--- src/rtl/inc_seq_checker_pkg.sv ---
// inc_seq_checker_pkg: shared state encoding for the increment-sequence checker
package inc_seq_checker_pkg;
    localparam int ST_W = 2;
    typedef enum logic [ST_W-1:0] {
        ST_HUNT = 2'd0,
        ST_SYNC = 2'd1,
        ST_LOCK = 2'd2
    } state_e;
endpackage

--- src/rtl/inc_seq_checker_sat_counter.sv ---
// sat_counter: saturating up-counter with synchronous clear taking priority over increment
module sat_counter
    import inc_seq_checker_pkg::*;
#(
    parameter int P_CNT_W = 16
) (
    input  logic               CLK_I,
    input  logic               RST_X,
    input  logic               CLR_I,
    input  logic               INC_I,
    output logic [P_CNT_W-1:0] CNT_O
);
    logic [P_CNT_W-1:0] cnt_q;
    assign CNT_O = cnt_q;
    // count up, hold at all-ones, clear wins over a simultaneous increment
    always_ff @(posedge CLK_I or negedge RST_X) begin
        if (!RST_X) cnt_q <= '0;
        else if (CLR_I) cnt_q <= '0;
        else if (INC_I && !(&cnt_q)) cnt_q <= cnt_q + P_CNT_W'(1);
    end
endmodule

--- config.mk ---
export PLATFORM = sky130hd
export DESIGN_NAME = sat_counter
export DESIGN_NICKNAME = d
export VERILOG_FILES = /design/src/rtl/inc_seq_checker_pkg.sv /design/src/rtl/inc_seq_checker_sat_counter.sv
export SDC_FILE = /design/constraint.sdc
export NUM_CORES = 1
export LEC_CHECK = 0
export ABC_AREA = 1
export CORE_MARGIN = 3
export CORE_UTILIZATION = 50
export DETAILED_ROUTE_END_ITERATION = 10
export GPL_TIMING_DRIVEN = 0
export PLACE_DENSITY = 0.83
export SYNTH_ARGS = -nofsm -noshare
export SYNTH_HDL_FRONTEND = slang
export SYNTH_SLANG_ARGS = --single-unit
--- constraint.sdc ---
create_clock -name CLK_I -period 2.1 [get_ports CLK_I]
set_clock_uncertainty 0.2 [all_clocks]
set_input_delay 0.525 -clock CLK_I [delete_from_list [all_inputs] [get_ports CLK_I]]
set_output_delay 0.525 -clock CLK_I [all_outputs]
set_load 0.02 [all_outputs]
==> results of run 1 <==
## final cells by class
| type | instances | share of cell area |
|---|---|---|
| sequential | 16 | 0.313 |
| tap | 25 | 0.0245 |
| multi-input combinational | 115 | 0.425 |
| inverter | 13 | 0.0382 |
| timing repair buffer | 19 | 0.159 |
| buffer | 2 | 0.0117 |
| clock buffer | 4 | 0.0284 |
## cell usage after synthesis, drive strengths merged
library cell / instances
nand2: 54
nor2: 25
dfrtp: 16
nand3: 13
inv: 12
a21oi: 5
nand4: 5
o21ai: 4
xnor2: 3
nand3b: 2
nor3: 2
buf: 1
clkbuf: 1
clkinv: 1
ha: 1
o21bai: 1
## cells by family (layout without fill, tap and decap cells)
| family | Yosys count | after routing | share of synthesized area |
|---|---|---|---|
| compound gates | 10 | 10 | 0.0559 |
| xor+xnor | 3 | 3 | 0.0261 |
| fa+ha+maj | 1 | 1 | 0.0124 |
| simple gates | 101 | 101 | 0.445 |
| buf+inv | 15 | 38 | 0.0634 |
| flops | 16 | 16 | 0.398 |
## power by group
part	internal, mW	switching (mW)	leakage, nW
Clock	0.105	0.106	0.0210
Combinational	0.0184	0.0325	0.473
Sequential	0.311	0.00334	0.222
Total	0.435	0.142	0.716
## per-stage QoR
stage / instance area, um2 / std cells
2_1_floorplan: 1010 / 146
3_3_place_gp: 1230 / 190
3_5_place_dp: 1230 / 190
4_1_cts: 1260 / 194
5_1_grt: 1280 / 194
6_report: 1280 / 194
## layer usage
layer	track usage	vias up
met5	0	-
met2	0.326	28
met4	0.0673	0
li1	-	512
met3	0.0437	2
met1	0.266	465
## worst paths after layout
kind	end	slack, ns	start
worst max-delay path	CNT_O[12]	0.06	CNT_O[12]$_DFFE_PN0P_
worst min-delay path	CNT_O[1]$_DFFE_PN0P_	0.35	CNT_O[1]$_DFFE_PN0P_
worst max register to register	CNT_O[9]$_DFFE_PN0P_	0.23	CNT_O[0]$_DFFE_PN0P_
worst min register to register	CNT_O[1]$_DFFE_PN0P_	0.35	CNT_O[1]$_DFFE_PN0P_
max in group asynchronous	CNT_O[2]$_DFFE_PN0P_	0.78	RST_X
min in group asynchronous	CNT_O[9]$_DFFE_PN0P_	0.46	RST_X
==> out/qor.csv, run 1 <==
metric;value;unit
result_of_the_run;complete, no violations;
clkLatencyLatePin;0.29;ns
first_global_vias;917;
cts_tree;done;
count_of_h_tree_levels_built_during_cts;1;
final-hold-violation-count;0;
first_pass_iters;4;
final.min_clock_period;2.04;ns
pre_cts_slack;-0.0321;ns
synth_fp_nets;151;
power.density_cell_area;451;nW/um2
floorplan.initialDensity;0.553;
hpwl;1.62;mm
final_cell_mix;sky130_fd_sc_hd__nand2_1 (52), sky130_fd_sc_hd__nor2_1 (21), sky130_fd_sc_hd__dfrtp_1 (16);
timing.max_cap.violations;0;
grt_start_max_net_pins;17;
synth-seq-cells;16;
final_net_count;175;
placeableCoreArea;1820;um2
drive_gt1_frac;0.0828;
multi_input_comb_area;543;um2
dieArea;2590;um2
critPathKind;flip-flop to output pin;
synth_top_cell_by_area;sky130_fd_sc_hd__dfrtp_1;
floorplan.die.height;50.9;um
final.period_utilization;0.973;
antenna_violating_nets_left;0;
detailroute.via_count;1007;
maxClockFrequency;490;MHz
final_max_slew_viol_count;0;
synth_seq_area_share;0.398;
cts-hold-fix-buffers;0;
grt_use_total;0.201;
tritoncts.num_buffers;3;
worstPathBufferInverterCount;1;
detail_route.vias_per_cell;5.19;
rsz0062_at_grt;false;
antenna_found_initial;0;
synth.yosys.warnings;0;
worstSetupEndpointType;output pin;
worst-path-stages;1;
crit_path_max_fanout;4;
max_vdd_drop;0.000309;V
critical_path.max_stage_delay;0.62;ns
holdWs;0.350;ns
m1WireLength;1.05;mm
critPathTopFamily;buffers and inverters;
root_buffer;sky130_fd_sc_hd__clkbuf_4;
remaining_drc_errors;0;
num_antenna_cells;0;
worst_ep_required_time;1.37;ns
totalNegativeSetupSlack;0;ns
power.static_leakage;0.716;nW
setup.worst_path.start_class;flip-flop;
final.fill_count;166;
buffer_ports.inserted;19;
floorplan.rows;15;
cts_setup_buffers;0;
mostFrequentLayoutCell;sky130_fd_sc_hd__nand2_1;
synth_cells;146;
postRouteWirelength;2.27;mm
flow.area_growth_from_synthesis;27.0;%
max-slew-margin-rel;0.515;
num_io_pins;20;
place.gp.congestion;0.946;
synthTopCellsByArea;sky130_fd_sc_hd__dfrtp_1 (40%), sky130_fd_sc_hd__nand2_1 (19%), sky130_fd_sc_hd__nor2_1 (7.8%);
arrival;1.32;ns
post_synth.cell_area_avg;6.90;um2
worst_reg2reg_path_depth;10;
cts_num_sinks;16;
total_area_of_sequential_cells;400;um2
fp.dieW;50.9;um
globalRoute.totalOverflow;0;
highest_layer;met4;
totalPowerFinal;577;uW
clkTransAtPathRegs;0.11;ns
met2WireLength;1.12;mm
grt_first_pass_wirelength;4.02;mm
synth.cell_area;1010;um2
postCtsResizedCells;5;
finalSetupViolCount;0;
timing.hold.worst.class;flip-flop to flip-flop;
met3_length;83;um
first_iter_violations;27;
ctsLongestPathBuffers;2;
worstHoldPathCells;2;
synth_cell_type_count;22;
synth_top_area_frac;0.398;
max_slew.worst_pin.slew;0.726;ns
routed_wire_length_per_instance;11.7;um
timing.critical_path.slowest_stage_cell;sky130_fd_sc_hd__clkdlybuf4s50_1;
finalCoreUtilization;0.702;
timing.final.ws_setup;0.0577;ns
largest_register_ff_count;16;
path_cells;clkdlybuf4s50_1;
(Power assumes the default switching activity.)
==> run 2: changes to the inputs <==
--- a/config.mk
+++ b/config.mk
@@ -7,10 +7,10 @@
 export LEC_CHECK = 0
 export ABC_AREA = 1
 export CORE_MARGIN = 3
-export CORE_UTILIZATION = 50
+export CORE_UTILIZATION = 45
 export DETAILED_ROUTE_END_ITERATION = 10
 export GPL_TIMING_DRIVEN = 0
-export PLACE_DENSITY = 0.83
+export PLACE_DENSITY = 0.76
 export SYNTH_ARGS = -nofsm -noshare
 export SYNTH_HDL_FRONTEND = slang
 export SYNTH_SLANG_ARGS = --single-unit
==> run 2 against run 1 <==
Effect of this change: sequential power barely moved; largest cell class unchanged; die area is 9.8% higher; global-route usage is 1.3 points lower.
==> out/qor.csv, run 2 (synthesis results as in run 1) <==
metric;value;unit
result_of_the_run;complete, no violations;
grt_start_max_net_pins;17;
power.density_cell_area;416;nW/um2
met1_track_usage_gr;0.245;
final_max_slew_viol_count;0;
max_slew.worst_pin.slew;0.736;ns
crit_path_max_fanout;5;
clkTransAtPathRegs;0.09;ns
timing.max_cap.violations;0;
finalSetupViolCount;0;
detail_route.vias_per_cell;5.24;
top_usage_layer;met2;
cts_num_sinks;16;
fp.dieW;53.3;um
antenna_found_initial;0;
remaining_drc_errors;0;
maxClockFrequency;488;MHz
final-hold-violation-count;0;
buffer_ports.inserted;19;
worst-path-stages;1;
ctsLongestPathBuffers;2;
cts_setup_buffers;0;
max-slew-margin-rel;0.507;
worstHoldPathCells;2;
placeableCoreArea;2040;um2
power.static_leakage;0.685;nW
groute.layer.met3.usage;0.0338;
largest_register_ff_count;16;
final_cell_mix;sky130_fd_sc_hd__nand2_1 (52), sky130_fd_sc_hd__nor2_1 (21), sky130_fd_sc_hd__dfrtp_1 (16);
worstPathBufferInverterCount;1;
flow.area_growth_from_synthesis;25.7;%
mostFrequentLayoutCell;sky130_fd_sc_hd__nand2_1;
num_antenna_cells;0;
worst_ep_required_time;1.37;ns
count_of_h_tree_levels_built_during_cts;1;
timing.hold.worst.class;flip-flop to flip-flop;
max_vdd_drop;0.000418;V
grt_util_met2;0.302;
drive_gt1_frac;0.0774;
tritoncts.num_buffers;3;
final_net_count;175;
clkLatencyLatePin;0.29;ns
root_buffer;sky130_fd_sc_hd__clkbuf_4;
path_cells;clkdlybuf4s50_1;
dieArea;2840;um2
hpwl;1.65;mm
postCtsResizedCells;4;
pre_cts_slack;-0.0551;ns
detailroute.via_count;1021;
arrival;1.32;ns
critPathTopFamily;buffers and inverters;
critical_path.max_stage_delay;0.62;ns
final.period_utilization;0.976;
totalNegativeSetupSlack;0;ns
floorplan.die.height;53.3;um
first_pass_iters;4;
worstSetupEndpointType;output pin;
rsz0062_at_grt;false;
timing.critical_path.slowest_stage_cell;sky130_fd_sc_hd__clkdlybuf4s50_1;
place.gp.congestion;0.918;
critPathKind;flip-flop to output pin;
grt_use_total;0.188;
first_global_vias;916;
floorplan.initialDensity;0.493;
setup.worst_path.start_class;flip-flop;
floorplan.rows;16;
first_iter_violations;27;
num_io_pins;20;
final.min_clock_period;2.05;ns
timing.final.ws_setup;0.0509;ns
globalRoute.totalOverflow;0;
postRouteWirelength;2.36;mm
worst_reg2reg_path_depth;10;
antenna_violating_nets_left;0;
cts-hold-fix-buffers;0;
cts_tree;done;
routed_wire_length_per_instance;12.1;um
grt_first_pass_wirelength;3.90;mm
## run 2: worst paths after layout
check / from / slack (ns) / to
setup reg to reg: CNT_O[0]$_DFFE_PN0P_ / 0.24 / CNT_O[2]$_DFFE_PN0P_
min in group asynchronous: RST_X / 0.47 / CNT_O[15]$_DFFE_PN0P_
setup / recovery: CNT_O[9]$_DFFE_PN0P_ / 0.05 / CNT_O[9]
hold reg to reg: CNT_O[1]$_DFFE_PN0P_ / 0.34 / CNT_O[1]$_DFFE_PN0P_
hold / removal: CNT_O[1]$_DFFE_PN0P_ / 0.34 / CNT_O[1]$_DFFE_PN0P_
max in group asynchronous: RST_X / 0.77 / CNT_O[4]$_DFFE_PN0P_
## run 2: layout make-up
| type | instances | area (um2) |
|---|---|---|
| Multi-Input combinational cell | 115 | 543 |
| Fill cell | 214 | 776 |
| Sequential cell | 16 | 400 |
| Timing Repair Buffer | 19 | 203 |
| Tap cell | 27 | 33.8 |
| Inverter | 13 | 48.8 |
| Buffer | 2 | 15.0 |
| Clock buffer | 3 | 22.5 |
## run 2: stage by stage
step,power [mW],cells,instance area (um2),hold slack [ns],util
after floorplan,0.345,146,1010,0.0294,-
after global routing,0.557,195,1270,0.365,0.620
after global placement,0.371,192,1230,0.324,0.603
after detailed placement,0.372,192,1230,0.321,0.603
final,0.527,195,1270,0.341,0.620
after CTS,0.534,195,1250,0.345,0.612
## run 2: routing by layer
layer | part of all wire | routed length (um) | vias to the layer above
met2 | 0.48 | 1120 | 33
met3 | 0.051 | 119 | 6
met4 | 0.020 | 46 | 0
met5 | 0 | 0 | -
li1 | - | - | 507
met1 | 0.45 | 1070 | 475
## run 2: report_power, final
group	total [mW]	switching [mW]	leakage (nW)	internal (mW)
Sequential	0.315	0.00353	0.222	0.311
Combinational	0.0505	0.0320	0.449	0.0185
Clock	0.162	0.0950	0.0138	0.0668
Total	0.527	0.131	0.685	0.396
==> run 3: changes to the inputs <==
--- a/config.mk
+++ b/config.mk
@@ -8,6 +8,7 @@
 export ABC_AREA = 1
 export CORE_MARGIN = 3
 export CORE_UTILIZATION = 45
+export CTS_CLUSTER_SIZE = 12
 export DETAILED_ROUTE_END_ITERATION = 10
 export GPL_TIMING_DRIVEN = 0
 export PLACE_DENSITY = 0.76
==> results of run 3 <==
Same layout as run 2: the final DEF is identical, and so are final timing and power.
